--- config.mk ---
export PLATFORM = sky130hd
export DESIGN_NAME = uart_rx_oversampler
export DESIGN_NICKNAME = d
export VERILOG_FILES = /design/src/rtl/uart_rx_oversampler.sv
export SDC_FILE = /design/constraint.sdc
export NUM_CORES = 1
export LEC_CHECK = 0
export CORE_UTILIZATION = 55
export CTS_BUF_LIST = sky130_fd_sc_hd__clkbuf_16
export DETAILED_ROUTE_END_ITERATION = 10
export HOLD_SLACK_MARGIN = 0.06
export PLACE_DENSITY = 0.87
export SLEW_MARGIN = 20
export SYNTH_ARGS = -nofsm -noshare
export SYNTH_HDL_FRONTEND = slang
export SYNTH_SLANG_ARGS = --single-unit
--- constraint.sdc ---
create_clock -name i_clk -period 5.3 [get_ports i_clk]
set_input_delay 0.53 -clock i_clk [delete_from_list [all_inputs] [get_ports i_clk]]
set_output_delay 0.53 -clock i_clk [all_outputs]
set_load 0.02 [all_outputs]
--- src/rtl/uart_rx_oversampler.sv ---
// UART receive deserializer driven by an oversampling tick: synchronizes i_rx,
// qualifies the start bit at mid-period and samples data/parity/stop mid-bit.
module uart_rx_oversampler #(
  parameter int unsigned DATA_BITS  = 8,
  parameter int unsigned OVERSAMPLE = 16
) (
  input  logic                 i_clk,
  input  logic                 i_rst,
  input  logic                 i_tick,
  input  logic                 i_rx,
  input  logic                 i_parity_en,
  input  logic                 i_parity_odd,
  output logic [DATA_BITS-1:0] o_data,
  output logic                 o_valid,
  output logic                 o_parity_err,
  output logic                 o_frame_err,
  output logic                 o_busy
);

  localparam int unsigned TW = $clog2(OVERSAMPLE);
  localparam int unsigned BW = $clog2(DATA_BITS);
  localparam logic [TW-1:0] HALF_M1  = TW'(OVERSAMPLE / 2 - 1);
  localparam logic [TW-1:0] FULL_M1  = TW'(OVERSAMPLE - 1);
  localparam logic [BW-1:0] LAST_BIT = BW'(DATA_BITS - 1);

  typedef enum logic [2:0] {
    S_IDLE,
    S_START,
    S_DATA,
    S_PARITY,
    S_STOP
  } state_e;

  state_e               state_q, state_d;
  logic                 sync1_q, sync2_q;
  logic [TW-1:0]        tick_cnt_q, tick_cnt_d;
  logic [BW-1:0]        bit_cnt_q, bit_cnt_d;
  logic                 armed_q, armed_d;
  logic [DATA_BITS-1:0] shreg_q, shreg_d;
  logic                 perr_q, perr_d;
  logic                 par_en_q, par_en_d;
  logic                 par_odd_q, par_odd_d;
  logic [DATA_BITS-1:0] data_q, data_d;
  logic                 valid_q, valid_d;
  logic                 perr_out_q, perr_out_d;
  logic                 ferr_q, ferr_d;
  logic                 busy_q, busy_d;
  logic                 rx_s;

  assign rx_s = sync2_q;

  always_ff @(posedge i_clk) begin
    if (i_rst) begin
      sync1_q    <= 1'b1;
      sync2_q    <= 1'b1;
      state_q    <= S_IDLE;
      tick_cnt_q <= '0;
      bit_cnt_q  <= '0;
      armed_q    <= 1'b0;
      shreg_q    <= '0;
      perr_q     <= 1'b0;
      par_en_q   <= 1'b0;
      par_odd_q  <= 1'b0;
      data_q     <= '0;
      valid_q    <= 1'b0;
      perr_out_q <= 1'b0;
      ferr_q     <= 1'b0;
      busy_q     <= 1'b0;
    end else begin
      sync1_q    <= i_rx;
      sync2_q    <= sync1_q;
      state_q    <= state_d;
      tick_cnt_q <= tick_cnt_d;
      bit_cnt_q  <= bit_cnt_d;
      armed_q    <= armed_d;
      shreg_q    <= shreg_d;
      perr_q     <= perr_d;
      par_en_q   <= par_en_d;
      par_odd_q  <= par_odd_d;
      data_q     <= data_d;
      valid_q    <= valid_d;
      perr_out_q <= perr_out_d;
      ferr_q     <= ferr_d;
      busy_q     <= busy_d;
    end
  end

  // Frame sequencing; everything advances only on oversampling ticks.
  always_comb begin
    state_d    = state_q;
    tick_cnt_d = tick_cnt_q;
    bit_cnt_d  = bit_cnt_q;
    armed_d    = armed_q;
    shreg_d    = shreg_q;
    perr_d     = perr_q;
    par_en_d   = par_en_q;
    par_odd_d  = par_odd_q;
    data_d     = data_q;
    valid_d    = 1'b0;
    perr_out_d = 1'b0;
    ferr_d     = 1'b0;
    busy_d     = busy_q;
    if (i_tick) begin
      case (state_q)
        S_IDLE: begin
          if (rx_s) begin
            armed_d = 1'b1;
          end else if (armed_q) begin
            tick_cnt_d = '0;
            armed_d    = 1'b0;
            busy_d     = 1'b1;
            par_en_d   = i_parity_en;
            par_odd_d  = i_parity_odd;
            state_d    = S_START;
          end
        end
        S_START: begin
          tick_cnt_d = tick_cnt_q + TW'(1);
          if (tick_cnt_q == HALF_M1) begin
            if (!rx_s) begin
              tick_cnt_d = '0;
              bit_cnt_d  = '0;
              state_d    = S_DATA;
            end else begin
              busy_d  = 1'b0;
              state_d = S_IDLE;
            end
          end
        end
        S_DATA: begin
          tick_cnt_d = tick_cnt_q + TW'(1);
          if (tick_cnt_q == FULL_M1) begin
            tick_cnt_d = '0;
            shreg_d    = {rx_s, shreg_q[DATA_BITS-1:1]};
            if (bit_cnt_q == LAST_BIT) begin
              state_d = par_en_q ? S_PARITY : S_STOP;
            end else begin
              bit_cnt_d = bit_cnt_q + BW'(1);
            end
          end
        end
        S_PARITY: begin
          tick_cnt_d = tick_cnt_q + TW'(1);
          if (tick_cnt_q == FULL_M1) begin
            tick_cnt_d = '0;
            perr_d     = (^shreg_q) ^ rx_s ^ par_odd_q;
            state_d    = S_STOP;
          end
        end
        S_STOP: begin
          tick_cnt_d = tick_cnt_q + TW'(1);
          if (tick_cnt_q == FULL_M1) begin
            tick_cnt_d = '0;
            data_d     = shreg_q;
            valid_d    = 1'b1;
            perr_out_d = par_en_q & perr_q;
            ferr_d     = ~rx_s;
            busy_d     = 1'b0;
            state_d    = S_IDLE;
          end
        end
        default: state_d = S_IDLE;
      endcase
    end
  end

  assign o_data       = data_q;
  assign o_valid      = valid_q;
  assign o_parity_err = perr_out_q;
  assign o_frame_err  = ferr_q;
  assign o_busy       = busy_q;

endmodule

==> key figures, run 1 <==
Clock network
  • CTS tree: built
  • H-tree levels: 2
  • Cts bufs inserted: 5
  • Root buf cell: clkbuf_16
  • Clock transition at the registers of the reported paths: 0.05 ns
  • Post-CTS Setup Inserts: 0
  • Worst-Skew Late Latency: 0.28 ns
  • CTS sink cnt: 36
  • Cts hold-fix bufs: 0
  • Post_cts resized: 0
  • Max clock buf depth: 2

Finish
  • Footprint of the multi-input gates: ~870 um^2
  • Antenna fix cells: 0
  • Synthesis-to-layout area growth: 19.0%
  • Layout Utilization: 0.700
  • Fillers: 221
  • Final Cell Area: slightly below 2000 um^2
  • Net count, final: 203
  • Layout cell share with drive strength beyond 1: 0.0769
  • Register area: 721 um^2

Yosys
  • Post-synth top flop: dfxtp_1
  • EDFF count, synth: 0
  • Synth cell types: 39
  • Area leader, netlist: dfxtp_1
  • Ys async rst share: 0
  • Seq cells post-synth: 36
  • Synth area leaders: dfxtp_1, mux2i_1, nor2_1, xnor2_1, a21oi_1
  • Cells after Synth: between 150 and 200
  • Mapped Area: 1650 um^2
  • Syn Nets: 188
  • Syn avg cell area: 9.22 um^2
  • Sequential area share after synthesis: 0.437
  • Share of the synthesized area in the top cell type: 0.437
  • Yosys warnings: 0

Place
  • DP Wirelength: 2.13 mm
  • Dpl cell area: ~1800 um^2
  • PortBufs: 17
  • Pre-CTS worst setup slack: 3.07 ns
  • GPL Wtd Cong: 0.838

Timing
  • Setup-failing EPs final: 0
  • RSZ-0062 raised after global routing: no
  • Setup slack after layout: around 3.3 ns
  • Final Cycle Share: 0.376
  • Max-slew headroom: 0.623
  • Tightest Pin Transition: 0.562 ns
  • Setup TNS: 0 ns
  • Period minus WS final: 1.99 ns
  • Max Clock Freq: 501 MHz
  • Final hold violation count: 0
  • Pins Over Slew Limit: 0
  • Final Skew: 0.00640 ns

Critical path
  • Crit. End Element: flop
  • Kind of critical path: reg -> reg
  • Type of origin of the critical path: flop
  • Worst Path Max Fanout: 8
  • Slowest cell on crit path: nor3_4
  • Buf/Inv on CP: 0
  • Critical path's top delay family: simple AND/OR/NAND/NOR gates
  • CP required: 5.46 ns
  • Crit-path cells: ha_1 > and3_1 > nand2_4 > nor3_4 > mux2i_1 > nor2_1
  • Crit path largest cell delay: 0.43 ns
  • WP data arrival: 2.15 ns

GRT
  • First-pass GRT wire length: 5.65 mm
  • Overall routing resource usage: 0.230
  • Vias in the first global route: 1,282
  • Largest net degree at the start of global routing: 37
  • Total grt overflow: 0
  • Antenna violations before repair: 0

Floorplan
  • Initial Util: 0.588
  • CORE AREA: 2810 um^2
  • Site row count: 19
  • Die height: 56.8 um
  • Die W: 56.8 um
  • Ports: 18
  • Die area: about 3200 um^2

Power and ir drop
  • Static leakage: 0.729 nW
  • Power Density: ~290 nW/um^2
  • Maximum VDD drop: approximately 0.26 mV

Routing
  • Initial DRT Pass Iterations: 7
  • DRC: 2
  • Initial DRC count: 32
  • Drt total wl: 3.24 mm
  • Wire length per cell: 14.3 um
  • Antenna Nets Post-Route: 0
  • DR vias: 1,327
  • Vias/cell: 5.87

Worst hold path
  • Worst min-delay path category: reg -> reg

Outcome
  • Outcome: complete, but fails checks
  • Failing checks: DRC

Run
  • MaxCap Viol Count: 0
[cell usage in the layout, fill, tap and decap left out, drive strengths merged, types with 2 or more instances in the layout]
cell	instances
clkdlybuf4s50	17
a21oi	12
clkbuf	5
inv	5
or2	3
ha	3
dfxtp	36
nor2b	3
nand4	3
nand2b	4
nand2	9
nor2	28
nand3	6
xnor2	7
mux2i	22
o21ai	5
nor3	5
nor4	3
and3	2
[routing by layer]
metal,up-vias,global-route usage,part of all wire
met3,8,0.0829,0.064
li1,654,-,-
met5,-,0,0
met4,0,0.125,0.025
met1,618,0.279,0.43
met2,47,0.355,0.48
[where the power goes]
| part | internal [mW] | switching, mW |
|---|---|---|
| clock network | 0.170 | 0.108 |
| registers | 0.273 | 0.00242 |
| logic | 0.00840 | 0.0100 |
[state kept, by name, summed over array words and instances (netlist names), 3 cells and up]
signal	flops
o_data	8
shreg_q	8
bit_cnt_q	3
state_q	3
tick_cnt_q	4
[path summary, 6_finish.rpt]
check                             start                       to  slack, ns  cells past startpoint
min reg2reg          sync1_q$_SDFF_PP1_          rx_s$_SDFF_PP1_       0.41                      1
min                  sync1_q$_SDFF_PP1_          rx_s$_SDFF_PP1_       0.41                      1
max reg2reg  tick_cnt_q[0]$_SDFFE_PP0P_  shreg_q[5]$_SDFFE_PP0P_       3.31                      6
max          tick_cnt_q[0]$_SDFFE_PP0P_  shreg_q[5]$_SDFFE_PP0P_       3.31                      6
[cell families after synthesis]
| family | Yosys count | share of synthesized area |
|---|---|---|
| AO/OA/AOI/OAI | 23 | 0.0826 |
| AND/OR/NAND/NOR | 73 | 0.238 |
| multiplexers | 22 | 0.133 |
| XOR/XNOR | 8 | 0.0508 |
| flip-flops | 36 | 0.437 |
| buffers and inverters | 14 | 0.0356 |
| adder cells (fa/ha/maj) | 3 | 0.0227 |
[cells in the mapped netlist, types with 4 or more instances]
| library cell | n |
|---|---|
| nand2b_1 | 4 |
| mux2i_1 | 22 |
| xnor2_1 | 7 |
| nand3_1 | 6 |
| a21oi_1 | 12 |
| dfxtp_1 | 36 |
| nor3_1 | 4 |
| clkbuf_1 | 6 |
| inv_1 | 4 |
| nor2_1 | 27 |
| nand2_1 | 8 |
[area by class of cell]
cell class	count	share of cell area
Timing Repair Buffer	18	0.0905
Multi-Input combinational cell	129	0.444
Clock inverter	3	0.00765
Sequential cell	36	0.367
Inverter	4	0.00765
Clock buffer	5	0.0637
Tap cell	31	0.0198
[through the flow]
stage	instances	hold WS (ns)	power (mW)
finish	226	0.411	0.572
global route	226	0.434	0.590
CTS	226	0.414	0.577
detailed placement	218	0.402	0.299
global placement	218	0.393	0.298
floorplan	179	0.389	0.292
(Power assumes the default switching activity.)
==> run 2, diff against run 1 <==
==> constraint.sdc (replaced) <==
create_clock -name i_clk -period 2 [get_ports i_clk]
set_input_delay 0.2 -clock i_clk [delete_from_list [all_inputs] [get_ports i_clk]]
set_output_delay 0.2 -clock i_clk [all_outputs]
set_load 0.02 [all_outputs]
==> run 2 against run 1 <==
  * The run still ends with DRC left
  * Global-route usage grew 0.60 points
  * Core utilization grew 1.5 points
  * Die area is the same
  * Combinational power grew to 2.9 times the previous value
  * Worst hold slack gained 0.0011 ns
  * Via count shrank 0.45%
  * Flip-flop and latch count is the same
  * Clock skew shrank 0.0035 ns
  * Largest cell class unchanged
==> key figures, run 2 (synthesis results as in run 1) <==
Finish
  • Layout cell share with drive strength beyond 1: 0.105 (+0.0281)
  • Final Non-Filler Cells: 231 (+2.2%)
  • Most frequent cells in the layout: dfxtp_1, nor2_1, mux2i_1
  • Register area: 721 um^2 (unchanged)
  • Final Cell Area: 2010 um^2 (+2.2%)
  • Most common cell after layout, fill and taps aside: dfxtp_1
  • Fillers: 201 (-9.0%)
  • Net count, final: 208 (+2.5%)
  • Synthesis-to-layout area growth: 21.5%
  • Layout Utilization: 0.715 (+0.0152)
  • Antenna fix cells: 0 (unchanged)
  • Footprint of the multi-input gates: 876 um^2 (+0.57%)

Clock network
  • H-tree levels: 2 (unchanged)
  • Clock transition at the registers of the reported paths: 0.05 ns (about the same)
  • Worst-Skew Late Latency: 0.28 ns (about the same)
  • Cts bufs inserted: 5 (unchanged)
  • Root buf cell: clkbuf_16
  • CTS tree: built
  • Max clock buf depth: 2 (unchanged)
  • CTS sink cnt: 36 (unchanged)

Worst hold path
  • Worst min-delay path category: reg -> reg

Timing
  • Tightest Pin Transition: 0.513 ns (-0.0496 ns)
  • Final Skew: 0.00288 ns (-0.00352 ns)
  • Final hold violation count: 0 (unchanged)
  • Hold Slack: 0.412 ns (+0.00112 ns)
  • Period minus WS final: 1.90 ns (-0.0989 ns)
  • Setup TNS: 0 ns (unchanged)
  • Max Clock Freq: 528 MHz (+5.2%)
  • Max-slew headroom: 0.657 (+0.0332)
  • Setup-failing EPs final: 0 (unchanged)
  • Final Cycle Share: 0.948 (+0.572)
  • Pins Over Slew Limit: 0 (unchanged)

Power and ir drop
  • Maximum VDD drop: 0.622 mV (+140%)
  • Static leakage: 0.752 nW (+3.3%)
  • Power Density: 753 nW/um^2 (+160%)

GRT
  • Largest net degree at the start of global routing: 25 (-32%)
  • Overall routing resource usage: 0.236 (+0.00599)
  • First-pass GRT wire length: 5.79 mm (+2.4%)
  • Antenna violations before repair: 0 (unchanged)
  • Total grt overflow: 0 (unchanged)
  • Vias in the first global route: 1,298 (+1.2%)

Critical path
  • Crit path largest cell delay: 0.44 ns (about the same)
  • WP data arrival: 2.05 ns (-0.10 ns)
  • Worst Path Max Fanout: 7 (-1)
  • Slowest cell on crit path: a211oi_2
  • Crit. End Element: flop
  • Kind of critical path: reg -> reg
  • Crit-path cells: ha_1 > and3_4 > o21ai_0 > a211oi_2 > mux2i_1 > nor2_1
  • Critical path's top delay family: compound AO/OA/AOI/OAI gates
  • Buf/Inv on CP: 0 (unchanged)
  • Type of origin of the critical path: flop
  • CP required: 2.15 ns (-3.31 ns)

Place
  • Placed cells: 222 (+1.8%)
  • GPL Wtd Cong: 0.844 (+0.82%)
  • PortBufs: 17 (unchanged)
  • Dpl cell area: 1850 um^2 (+1.6%)
  • DP Wirelength: 2.40 mm (+13%)

Floorplan
  • Die area: 3220 um^2 (unchanged)
  • Ports: 18 (unchanged)
  • Die height: 56.8 um (unchanged)
  • CORE AREA: 2810 um^2 (unchanged)
  • Initial Util: 0.588 (unchanged)
  • Die W: 56.8 um (unchanged)
  • Site row count: 19 (unchanged)

Routing
  • Initial DRT Pass Iterations: 7 (unchanged)
  • DR vias: 1,321 (-0.45%)
  • Initial DRC count: 54 (+69%)
  • Antenna Nets Post-Route: 0 (unchanged)
  • Vias/cell: 5.72 (-2.6%)
  • Drt total wl: 3.42 mm (+5.6%)
  • DRC: 2 (unchanged)
  • Wire length per cell: 14.8 um (+3.3%)

Outcome
  • Failing checks: DRC
  • Outcome: complete, but fails checks

Run
  • MaxCap Viol Count: 0 (unchanged)
## run 2: power by group
part           internal, mW  switching [mW]  total [mW]  leakage (nW)
logic                0.0247          0.0293      0.0540         0.393
clock network         0.451           0.276       0.728        0.0687
registers             0.723         0.00489       0.728         0.291
total                  1.20           0.311        1.51         0.752
## run 2: final timing paths
path | from | end | slack [ns] | cells past startpoint
setup / recovery | tick_cnt_q[0]$_SDFFE_PP0P_ | state_q[1]$_SDFFE_PP0P_ | 0.10 | 6
hold / removal | sync1_q$_SDFF_PP1_ | rx_s$_SDFF_PP1_ | 0.41 | 1
setup reg to reg | tick_cnt_q[0]$_SDFFE_PP0P_ | state_q[1]$_SDFFE_PP0P_ | 0.10 | 6
hold reg to reg | sync1_q$_SDFF_PP1_ | rx_s$_SDFF_PP1_ | 0.41 | 1
## run 2: final cells by class
cell class | instances | share of cell area
inverter | 4 | 0.00749
multi-input combinational | 129 | 0.437
sequential | 36 | 0.359
timing repair buffer | 23 | 0.107
clock inverter | 3 | 0.00749
tap | 31 | 0.0193
clock buffer | 5 | 0.0624
## run 2: stage by stage
step | power [mW] | worst slack, ns
after floorplan | 0.774 | 0.351
after global placement | 0.793 | 0.206
after detailed placement | 0.795 | 0.0568
after CTS | 1.52 | 0.0154
after global routing | 1.56 | -0.00507
final | 1.51 | 0.104
## run 2: routing by layer
| metal | global-route usage | vias up | wire length [um] |
|---|---|---|---|
| li1 | - | 660 | - |
| met1 | 0.278 | 620 | 1500 |
| met2 | 0.401 | 35 | 1700 |
| met3 | 0.0760 | 6 | 160 |
| met4 | 0.0871 | 0 | 53 |
| met5 | 0 | - | 0 |
## run 2: timing repair
action,in CTS,in global routing
setup endpoints to repair,0,2
buffers inserted,0,1
gates resized for setup,0,2
hold buffers,0,0
hold endpoints to repair,0,0
==> run 3, diff against run 2 <==
--- a/config.mk
+++ b/config.mk
@@ -5,11 +5,12 @@
 export SDC_FILE = /design/constraint.sdc
 export NUM_CORES = 1
 export LEC_CHECK = 0
-export CORE_UTILIZATION = 55
+export CORE_UTILIZATION = 49
 export CTS_BUF_LIST = sky130_fd_sc_hd__clkbuf_16
 export DETAILED_ROUTE_END_ITERATION = 10
+export GPL_TIMING_DRIVEN = 0
 export HOLD_SLACK_MARGIN = 0.06
-export PLACE_DENSITY = 0.87
+export PLACE_DENSITY = 0.83
 export SLEW_MARGIN = 20
 export SYNTH_ARGS = -nofsm -noshare
 export SYNTH_HDL_FRONTEND = slang
==> constraint.sdc (replaced) <==
create_clock -name i_clk -period 1.7 [get_ports i_clk]
set_input_delay 0.17 -clock i_clk [delete_from_list [all_inputs] [get_ports i_clk]]
set_output_delay 0.17 -clock i_clk [all_outputs]
set_load 0.02 [all_outputs]
==> run 3 against run 2 <==
  * The flow finishes with violations (setup timing)
  * Sequential power rose by 17%
  * Worst setup slack worse by 0.11 ns
  * Critical endpoint is now state_q[0]$_SDFFE_PP0P_
  * Largest power group is now the clock network
  * Sequential share of layout area shrank 2.1 points
  * Via count increased by 6.4%
  * Cell area up 7.2%
  * Clock skew is 0.0010 ns higher
  * Largest cell class unchanged
  * Count of clock-buffer cells in the layout did not move
  * Clock power increased by 39%
==> key figures, run 3 (synthesis results as in run 1) <==
Outcome
  • Outcome: complete, but fails checks
  • Failing checks: setup timing

Power and ir drop
  • Clock share of power: 0.522 (+0.040)
  • Sw Pwr: 0.375 mW (+21%)
  • Sw Ratio: 0.194 (-0.0114)
  • Total power: 1.93 mW (+28%)
  • Static leakage: 0.792 nW (+5.3%)
  • Seq pwr share: 0.440 (-0.042)
  • Internal: 1.56 mW (+30%)
  • Maximum VDD drop: 0.723 mV (+16%)
  • Gate power share: 0.038 (+0.002)
  • Power Density: 898 nW/um^2 (+19%)

Finish
  • Net count, final: 216 (+3.8%)
  • Most frequent cells in the layout: dfxtp_1, nor2_1, mux2i_1
  • Antenna fix cells: 0 (unchanged)
  • Final Non-Filler Cells: 252 (+9.1%)
  • Most common cell after layout, fill and taps aside: dfxtp_1
  • Layout cell share with drive strength beyond 1: 0.163 (+0.0585)
  • Synthesis-to-layout area growth: 30.3%

Critical path
  • Reg2Reg Depth: 5 (-1)
  • Worst r2r dst: state_q[0]$_SDFFE_PP0P_
  • FF-to-FF setup slack: -0.004 ns (-0.11 ns)
  • WP data arrival: 1.89 ns (-0.16 ns)
  • Crit path largest cell delay: 0.46 ns (+0.02 ns)
  • Kind of critical path: reg -> reg
  • Reg-to-reg startpoint: state_q[1]$_SDFFE_PP0P_
  • Crit-path cells: or3_1 > o21ai_1 > a211oi_4 > buf_4 > o31ai_2
  • Slowest cell on crit path: or3_1
  • Type of origin of the critical path: flop
  • CP required: 1.89 ns (-0.26 ns)
  • Crit. End Element: flop
  • Worst Path Max Fanout: 6 (-1)

GRT
  • Largest net degree at the start of global routing: 12 (-52%)
  • Total grt overflow: 0 (unchanged)
  • Vias in the first global route: 1,275 (-1.8%)
  • Overall routing resource usage: 0.224 (-0.0119)
  • First-pass GRT wire length: 5.78 mm (-0.24%)
  • Antenna violations before repair: 0 (unchanged)

Place
  • DP Wirelength: 2.20 mm (-8.5%)
  • GPL Wtd Cong: 0.803 (-4.9%)
  • PortBufs: 16 (-1)
  • Placed cells: 239 (+7.7%)

Timing
  • Final hold violation count: 0 (unchanged)
  • Final Skew: 0.00392 ns (+0.00104 ns)
  • Tightest Pin Transition: 0.544 ns (+0.0318 ns)
  • Final Cycle Share: 1.00 (+0.0546)
  • Setup-failing EPs final: 1 (+1)
  • Setup slack after layout: -0.00406 ns (-0.108 ns)
  • Hold Slack: 0.363 ns (-0.0492 ns)
  • Pins Over Slew Limit: 0 (unchanged)
  • Max Clock Freq: 587 MHz (+11%)
  • Max-slew headroom: 0.634 (-0.0227)
  • Period minus WS final: 1.70 ns (-0.192 ns)

Clock network
  • H-tree levels: 2 (unchanged)
  • Root buf cell: clkbuf_16
  • CTS sink cnt: 36 (unchanged)
  • Cts bufs inserted: 5 (unchanged)
  • CTS tree: built
  • Worst-Skew Late Latency: 0.28 ns (about the same)
  • Max clock buf depth: 2 (unchanged)
  • Clock transition at the registers of the reported paths: 0.05 ns (about the same)

Worst hold path
  • Worst min-delay path category: in -> reg
  • Hold Path Stages: 2 (+1)
  • Worst Hold Launch: i_rst
  • Hold path endpoint: o_frame_err$_SDFF_PP0_

Floorplan
  • Die area: 3600 um^2 (+12%)
  • Die height: 60.0 um (+5.7%)
  • Ports: 18 (unchanged)
  • Die W: 60.0 um (+5.7%)
  • Site row count: 20 (+1)
  • CORE AREA: 3130 um^2 (+12%)
  • Initial Util: 0.528 (-0.0607)

Routing
  • Antenna Nets Post-Route: 0 (unchanged)
  • DR vias: 1,406 (+6.4%)
  • DRC: 0 (-2)
  • Initial DRT Pass Iterations: 4 (-3)
  • Vias/cell: 5.58 (-2.4%)
  • Wire length per cell: 15.0 um (+1.5%)
  • Drt total wl: 3.78 mm (+11%)
  • Initial DRC count: 94 (+74%)

Run
  • MaxCap Viol Count: 0 (unchanged)
run 3: cell count changes in the layout (fill, tap and decap cells not counted), moves of 2 or more:
cell and change:
buf_2 +2, dfxtp_1 -2, clkbuf_1 +4, clkbuf_2 +3
buf_4 -2, o21ai_0 -2, dfxtp_4 +2, buf_12 +2
run 3: what timing repair did:
action                     in CTS  in global routing
gates resized for setup         5                 16
hold buffers                    0                  0
pin swaps                       4                  4
setup endpoints to repair      19                 29
buffers inserted                4                  2
hold endpoints to repair        0                  0
run 3: per-stage QoR:
stage,utilization,worst slack [ns],area [um^2],setup TNS [ns]
after global placement,0.596,-0.147,1870,-1.41
after global routing,0.688,-0.0316,2150,-0.0971
after floorplan,-,0.0512,1650,0
final,0.688,-0.00406,2150,-0.00406
after CTS,0.665,0.00317,2080,0
after detailed placement,0.596,-0.165,1870,-1.86
run 3: cell type report:
class                           count  area (um^2)
Clock buffer                        5          125
Fill cell                         239          977
Multi-Input combinational cell    129          920
Inverter                            4         15.0
Sequential cell                    36          728
Buffer                              9         40.0
Timing Repair Buffer               22          230
Clock inverter                      3         37.5
Tap cell                           44         55.1
run 3: critical path: cells and delay by family (launching register included):
family | cells | cell delay (ns)
simple gates | 1 | 0.46
flops | 1 | 0.36
buf+inv | 1 | 0.17
compound gates | 3 | 0.62
run 3: worst max-delay path by stage:
| stage | start | to | slack [ns] | depth (start not counted) |
|---|---|---|---|---|
| global placement | tick_cnt_q[0]$_SDFFE_PP0P_ | shreg_q[5]$_SDFFE_PP0P_ | -0.15 | 7 |
| global route | state_q[1]$_SDFFE_PP0P_ | state_q[0]$_SDFFE_PP0P_ | -0.03 | 5 |
| finish | state_q[1]$_SDFFE_PP0P_ | state_q[0]$_SDFFE_PP0P_ | -0.004 | 5 |
| CTS | tick_cnt_q[0]$_SDFFE_PP0P_ | state_q[1]$_SDFFE_PP0P_ | 0.003 | 7 |
| detailed placement | tick_cnt_q[0]$_SDFFE_PP0P_ | shreg_q[4]$_SDFFE_PP0P_ | -0.16 | 7 |
| floorplan | tick_cnt_q[0]$_SDFFE_PP0P_ | state_q[1]$_SDFFE_PP0P_ | 0.05 | 7 |
run 3: per-layer routing:
layer | part of all wire | track usage | vias up
li1 | - | - | 681
met1 | 0.44 | 0.259 | 667
met2 | 0.49 | 0.379 | 44
met3 | 0.047 | 0.0541 | 14
met4 | 0.030 | 0.123 | 0
met5 | 0 | 0 | -
run 3: power groups by stage:
stage	sequential (mW)	clock, mW	combinational, mW
2_1_floorplan	0.871	0	0.0397
3_3_place_gp	0.871	0	0.0634
3_5_place_dp	0.871	0	0.0641
4_1_cts	0.853	1.01	0.0668
5_1_grt	0.850	1.06	0.0790
6_report	0.850	1.01	0.0732
